===== src/rtl/mips_multicycle_controller.sv =====
// Multicycle MIPS main controller: Moore FSM with datapath strobes, ALU decoder
// and a retired-instruction counter.
module mips_multicycle_controller #(
  parameter int unsigned CNT_W = 32
) (
  input  logic             clk,
  input  logic             reset,
  input  logic [5:0]       Op,
  input  logic [5:0]       Funct,
  input  logic             Zero,
  output logic             IorD,
  output logic             MemWrite,
  output logic             IRWrite,
  output logic             RegDst,
  output logic             MemtoReg,
  output logic             RegWrite,
  output logic             ALUSrcA,
  output logic [1:0]       ALUSrcB,
  output logic [2:0]       ALUControl,
  output logic [1:0]       PCSrc,
  output logic             PCEn,
  output logic [3:0]       State,
  output logic [CNT_W-1:0] RetiredCount
);

  localparam logic [3:0] FETCH    = 4'd0;
  localparam logic [3:0] DECODE   = 4'd1;
  localparam logic [3:0] MEMADR   = 4'd2;
  localparam logic [3:0] MEMREAD  = 4'd3;
  localparam logic [3:0] MEMWB    = 4'd4;
  localparam logic [3:0] MEMWRITE = 4'd5;
  localparam logic [3:0] EXECUTE  = 4'd6;
  localparam logic [3:0] ALUWB    = 4'd7;
  localparam logic [3:0] BRANCH   = 4'd8;
  localparam logic [3:0] ADDIEXEC = 4'd9;
  localparam logic [3:0] ADDIWB   = 4'd10;
  localparam logic [3:0] JUMP     = 4'd11;

  localparam logic [5:0] OP_RTYPE = 6'b000000;
  localparam logic [5:0] OP_LW    = 6'b100011;
  localparam logic [5:0] OP_SW    = 6'b101011;
  localparam logic [5:0] OP_BEQ   = 6'b000100;
  localparam logic [5:0] OP_ADDI  = 6'b001000;
  localparam logic [5:0] OP_J     = 6'b000010;

  logic [3:0] state, next_state;
  logic       funct_legal;
  logic [2:0] funct_alu;
  logic       retire;

  always_comb begin
    funct_legal = 1'b1;
    funct_alu   = 3'b010;
    case (Funct)
      6'b100000: funct_alu = 3'b010;
      6'b100010: funct_alu = 3'b110;
      6'b100100: funct_alu = 3'b000;
      6'b100101: funct_alu = 3'b001;
      6'b101010: funct_alu = 3'b111;
      default:   funct_legal = 1'b0;
    endcase
  end

  always_comb begin
    next_state = FETCH;
    case (state)
      FETCH:    next_state = DECODE;
      DECODE: begin
        case (Op)
          OP_LW, OP_SW: next_state = MEMADR;
          OP_RTYPE:     next_state = EXECUTE;
          OP_BEQ:       next_state = BRANCH;
          OP_ADDI:      next_state = ADDIEXEC;
          OP_J:         next_state = JUMP;
          default:      next_state = FETCH;
        endcase
      end
      MEMADR:   next_state = (Op == OP_SW) ? MEMWRITE : MEMREAD;
      MEMREAD:  next_state = MEMWB;
      EXECUTE:  next_state = funct_legal ? ALUWB : FETCH;
      ADDIEXEC: next_state = ADDIWB;
      default:  next_state = FETCH;
    endcase
  end

  always_ff @(posedge clk or posedge reset) begin
    if (reset) state <= FETCH;
    else       state <= next_state;
  end

  assign retire = (state == MEMWB) || (state == MEMWRITE) || (state == ALUWB) ||
                  (state == ADDIWB) || (state == BRANCH) || (state == JUMP);

  always_ff @(posedge clk or posedge reset) begin
    if (reset)       RetiredCount <= '0;
    else if (retire) RetiredCount <= RetiredCount + CNT_W'(1);
  end

  assign State = state;

  always_comb begin
    IorD       = 1'b0;
    MemWrite   = 1'b0;
    IRWrite    = 1'b0;
    RegDst     = 1'b0;
    MemtoReg   = 1'b0;
    RegWrite   = 1'b0;
    ALUSrcA    = 1'b0;
    ALUSrcB    = 2'b00;
    ALUControl = 3'b000;
    PCSrc      = 2'b00;
    PCEn       = 1'b0;
    case (state)
      FETCH: begin
        ALUSrcB    = 2'b01;
        ALUControl = 3'b010;
        IRWrite    = 1'b1;
        PCEn       = 1'b1;
      end
      DECODE: begin
        ALUSrcB    = 2'b11;
        ALUControl = 3'b010;
      end
      MEMADR, ADDIEXEC: begin
        ALUSrcA    = 1'b1;
        ALUSrcB    = 2'b10;
        ALUControl = 3'b010;
      end
      MEMREAD:  IorD = 1'b1;
      MEMWRITE: begin
        IorD     = 1'b1;
        MemWrite = 1'b1;
      end
      MEMWB: begin
        MemtoReg = 1'b1;
        RegWrite = 1'b1;
      end
      EXECUTE: begin
        ALUSrcA    = 1'b1;
        ALUControl = funct_alu;
      end
      ALUWB: begin
        RegDst   = 1'b1;
        RegWrite = 1'b1;
      end
      ADDIWB:   RegWrite = 1'b1;
      BRANCH: begin
        ALUSrcA    = 1'b1;
        ALUControl = 3'b110;
        PCSrc      = 2'b01;
        PCEn       = Zero;
      end
      JUMP: begin
        PCSrc = 2'b10;
        PCEn  = 1'b1;
      end
      default: ;
    endcase
    // State is already FETCH during reset, so only the write strobes need gating.
    if (reset) begin
      IRWrite  = 1'b0;
      PCEn     = 1'b0;
      RegWrite = 1'b0;
      MemWrite = 1'b0;
    end
  end

endmodule


===== config.mk =====
export PLATFORM = sky130hd
export DESIGN_NAME = mips_multicycle_controller
export DESIGN_NICKNAME = d
export VERILOG_FILES = /design/src/rtl/mips_multicycle_controller.sv
export SDC_FILE = /design/constraint.sdc
export NUM_CORES = 1
export LEC_CHECK = 0
export ABC_AREA = 0
export CAP_MARGIN = 0
export CELL_PAD_IN_SITES_DETAIL_PLACEMENT = 0
export CELL_PAD_IN_SITES_GLOBAL_PLACEMENT = 1
export CORE_ASPECT_RATIO = 1.1
export CORE_UTILIZATION = 35
export CTS_BUF_LIST = sky130_fd_sc_hd__clkbuf_8
export DETAILED_ROUTE_END_ITERATION = 12
export PLACE_DENSITY_LB_ADDON = 0.1
export SLEW_MARGIN = 10
export SYNTH_ARGS = -nofsm -noshare
export SYNTH_HDL_FRONTEND = slang
export SYNTH_SLANG_ARGS = --single-unit

===== constraint.sdc =====
create_clock -name clk -period 2.57 [get_ports clk]
set_input_delay 0.3855 -clock clk [delete_from_list [all_inputs] [get_ports clk]]
set_output_delay 0.3855 -clock clk [all_outputs]
set_load 0.01 [all_outputs]

# Word level (Yosys, flattened, before mapping)
# Cells that the tools add are included.
[classes] addsub=1 n_eq_ne=21 mux=21 reduce_logical=15
[op_table] cell="== test 6 bit (second input constant)" n=7
[op_table] cell="adder 32 x 1 -> 32 bit (second input constant)" n=1
[op_table] cell="case mux 4 bit (6 select lines)" n=1
[op_table] cell="case mux 4 bit (5 select lines)" n=1
[op_table] cell="== test 4 x 3 -> 1 bit (second input constant)" n=4
[op_table] cell="== test 4 bit (second input constant)" n=4
[op_table] cell="two-way mux 1 bit" n=12
[op_table] cell="case mux 3 bit (4 select lines)" n=1
[op_table] cell="case mux 3 bit (3 select lines)" n=1
[op_table] cell="== test 4 x 2 -> 1 bit (second input constant)" n=2
[op_table] cell="OR reduction 2 bit" n=4
[op_table] cell="OR reduction 4 bit" n=2
[op_table] cell="== test 6 x 2 -> 1 bit (second input constant)" n=1
[op_table] cell="== test 6 x 3 -> 1 bit (second input constant)" n=1
[op_table] cell="== test 6 x 4 -> 1 bit (second input constant)" n=1
[op_table] cell="logical NOT 6 bit" n=1
[op_table] cell="two-way mux 3 bit" n=2
[op_table] cell="case mux 2 bit (3 select lines)" n=1
[op_table] cell="logical OR 1 bit" n=5
[op_table] cell="OR reduction 5 bit" n=1
[op_table] cell="== test 4 x 1 -> 1 bit (second input constant)" n=1
[op_table] cell="logical NOT 4 bit" n=1
[op_table] cell="case mux 2 bit (2 select lines)" n=1
[op_table] cell="OR reduction 3 bit" n=1
[op_table] cell="case mux 1 bit (2 select lines)" n=1
[totals] regBits=36 input_bits=15 out_inout_bits=51 wordCells=60

# Longest topological paths before layout
[depth] ltp_word=6 ltp_mapped=6 ltp_nobuf=5

# Worst setup path after synthesis
# OpenSTA, ideal clock, no wires.
[synth_timing] path_kind="input-to-output" startpoint="input reset" endpoint="output PCEn" t_arrival_ns=1.676 required_time_ns=2.184 setup_slack_ns=0.509 cell_stages=3 path_buffers=0 path_cell_list="inv_1 and3_1 o21bai_1"
[synth_between] elab_chain_len=1
[synth_lines] item="from (decl)" line="7" text="input logic reset,"
[synth_lines] item="two-way mux 1 bit" line="160" text="if (reset) begin"
[synth_lines] item="to (decl)" line="21" text="output logic PCEn,"
# Every way passes these cells.

# Worst setup path in the final report
[layout_timing] startpoint="input Funct[0]" endpoint="output ALUControl[0]"
[layout_between] elab_chain_len=3 word_cells_on_any_way=6 cone_classes="eq/ne (4); mux (2)"
[layout_lines] item="from (decl)" line="9" text="input logic [5:0] Funct,"
[layout_lines] item="== test 6 bit" line="54" text="case (Funct)"
[layout_lines] item="case mux 3 bit (4 select lines) (*)" line="54"
[layout_lines] item="case mux 3 bit (3 select lines) (*)" line="113" text="case (state)"
[layout_lines] item="to (decl)" line="19" text="output logic [2:0] ALUControl,"
# Every way passes the cells marked *; elsewhere a longest branch is shown, timed or not.

==> summary.txt <==
STA
  – Pins Over Slew Limit: 0
  – Period utilisation layout: 95.53%
  – Setup ws final: 0.1149 ns
  – Fmax: 0.4073 GHz
  – Worst-Margin Slew: 0.5869 ns
  – Final Hold Viols: 0
  – RSZ-0062 raised after global routing: false
  – Layout Skew: 0.003462 ns
  – Min cycle time layout: 2.455 ns
  – Count of final setup violators: 0
  – Max-slew headroom: 60.51%

Global routing
  – Pin count of the biggest net entering global routing: 37
  – GRT overflow: 0
  – Gr usage total: 16.91%
  – Global-route wire length before repair: 7.969 mm
  – Initial antenna violation count: 0
  – Vias in the first global route: 1690

Power and ir drop
  – Pwr Density: 607.6 mW/mm^2
  – Leakage: 1.247 nW
  – Flop pwr share: 41.2%
  – Max VDD drop: 0.0003854 V
  – NetSw: 0.0005992 W
  – Sw Share: 33.70%
  – Cell Int Power: 0.001179 W
  – Total chip power: 0.001778 W
  – Power share of the combinational group: 36.5%
  – Clock Power Share: 22.3%

Place
  – Pre-CTS setup slack: -0.01841 ns
  – Port buffer count: 65
  – Dpl cells: 361
  – Post-Place Cell Area: 0.002818 sq mm
  – DP HPWL: 3.545 mm
  – Routability-driven placement congestion ratio: 0.7872

Detailed routing
  – Routed len/inst: 12.90 microns
  – Iter 0 DRT Violations: 50
  – Residual DRC: 0
  – Via count: 1817
  – Vias per cell: 4.924
  – DRT Pass-1 Iters: 4
  – Final ANT Viol Nets: 0
  – Post-Route WL: 4.760 mm

Critical path
  – Crit start category: primary input
  – WP data arrival: 2.07 ns
  – Worst setup EP type: output pin
  – Worst Path Max Fanout: 2
  – Kind of critical path: in -> out
  – Critical Path RT: 2.18 ns
  – Flop2flop setup slack: 0.49 ns

CTS
  – Clk pin slew, worst setup/hold paths: 0.07 ns
  – Clk sinks: 36
  – CTS H-tree lvls: 2
  – Max Buffers Root-to-Sink: 2
  – Root buffer cell: clkbuf_8
  – Cts hold-fix bufs: 0
  – Later-pin clock latency in the skew report: 0.28 ns
  – CTS tree: done
  – CTS buffer count: 5

Synthesis
  – Ys Warns: 0
  – Sequential-to-total area share from yosys stat: 43.93%
  – Avg Cell Area, Syn: 9.321 sq um
  – FF+latch count, synth: 36
  – Yosys top cell by area: dfrtp_1
  – Synth top cells by count: 36 x dfrtp_1, 28 x nor2_1, 18 x nand2_1, 18 x xor2_1, 16 x xnor2_1
  – Top-area cell type share of the netlist area: 43.93%
  – EDFF count, synth: 0
  – Top area cells in the synthesized netlist: dfrtp_1 44%, xor2_1 7.7%, xnor2_1 6.8%
  – Syn_nets: 236
  – Netlist cell types: 43
  – Main synth FF type: dfrtp_1
  – Asr flop ratio synth: 100.0%
  – Most common cell in the netlist: dfrtp_1
  – Cells after Synth: 220
  – Netlist Area Pre-Place: 0.002051 sq mm

Floorplanning
  – Core area: 0.005500 sq mm
  – Die width: 74.99 microns
  – I/O pins: 66
  – FP Rows: 28
  – Die Y: 82.28 microns
  – Die area: 0.006170 sq mm
  – Initial Util: 37.28%

Flow run
  – Max-Cap Viols: 0

Cells and area
  – Area Growth Syn to Fin: 42.71%
  – Final instance area: 0.002927 sq mm
  – # nets final: 309
  – Post-Layout Cell Count: 369
  – Share of layout cells above drive strength 1: 10.88%
  – Ant. Diodes: 0

Run status
  – Status: finished, final reports clean

Worst hold path
  – HP Class: reg -> reg
==> cell families (layout without fill, tap and decap cells) <==
family	after synthesis	after routing	share of synthesized area, %
xor+xnor	34	34	14.52
fa+ha+maj	1	1	0.6100
flops	36	36	43.93
buf+inv	15	89	3.112
simple gates	108	108	29.04
compound gates	26	26	8.787
==> power by group through the flow <==
stage          Sequential, W  Clock [W]  Combinational [W]
6_report            0.000733   0.000396           0.000649
5_1_grt             0.000747   0.000441           0.000713
4_1_cts             0.000731   0.000411           0.000652
3_5_place_dp        0.000742          0           0.000644
3_3_place_gp        0.000743          0           0.000652
2_1_floorplan       0.000699          0           0.000359
==> cells in the final DEF (no fill, tap or decap), drive strengths merged, types with 5 or more instances in the layout <==
master and instances:
nor2 28, buf 7, dfrtp 36, nor3 16, clkdlybuf4s50 64, inv 11, nand3 13, nand2 18
clkbuf 6, nand2b 5, nand4 8, nor4 7, xnor2 16, xor2 18, a21oi 6
==> final timing paths <==
kind | startpoint | end | depth (start not counted)
setup / recovery | Funct[0] | ALUControl[0] | 6
hold / removal | RetiredCount[31] | RetiredCount[31] | 1
setup reg to reg | State[3] | RetiredCount[25] | 5
hold reg to reg | RetiredCount[31] | RetiredCount[31] | 1
max in group asynchronous | reset | State[0] | 3
min in group asynchronous | reset | State[2] | 3
==> metal layers <==
| layer | part of all wire [%] | global-route usage (%) |
|---|---|---|
| met1 | 45 | 21.74 |
| met2 | 48 | 27.66 |
| met5 | 0 | 0 |
| met3 | 4.9 | 3.398 |
| met4 | 1.3 | 6.792 |
==> registers in the layout (all words and copies together) (netlist names) <==
signal / count
RetiredCount: 32
State: 4
==> critical path, cell delays in order <==
cell             delay, ns
clkdlybuf4s50_1       0.42
or2_2                 0.31
nor2_1                0.13
a22oi_1               0.08
nor4_1                0.17
clkdlybuf4s50_1       0.58
==> area by class of cell <==
cell class | instances | area [sq um]
clock buffer | 6 | 82.58
clock inverter | 2 | 7.507
fill | 538 | 2574
inverter | 9 | 33.78
multi-input combinational | 169 | 1099
sequential | 36 | 904.6
tap | 75 | 93.84
timing repair buffer | 72 | 705.7
==> what timing repair did <==
action                     in CTS  in global routing
buffers inserted                0                  0
resized for setup               1                  7
setup endpoints to repair       1                  5
==> through the flow <==
| stage | setup TNS [ns] | utilization, % | hold slack [ns] |
|---|---|---|---|
| after floorplan | 0 | - | 0.5039 |
| after global routing | 0 | 53.21 | 0.5080 |
| after CTS | 0 | 52.98 | 0.4732 |
| after global placement | 0 | 51.23 | 0.4577 |
| final | 0 | 53.21 | 0.4722 |
| after detailed placement | -0.01841 | 51.23 | 0.4637 |
No activity file was read; power rests on OpenSTA's default activity.
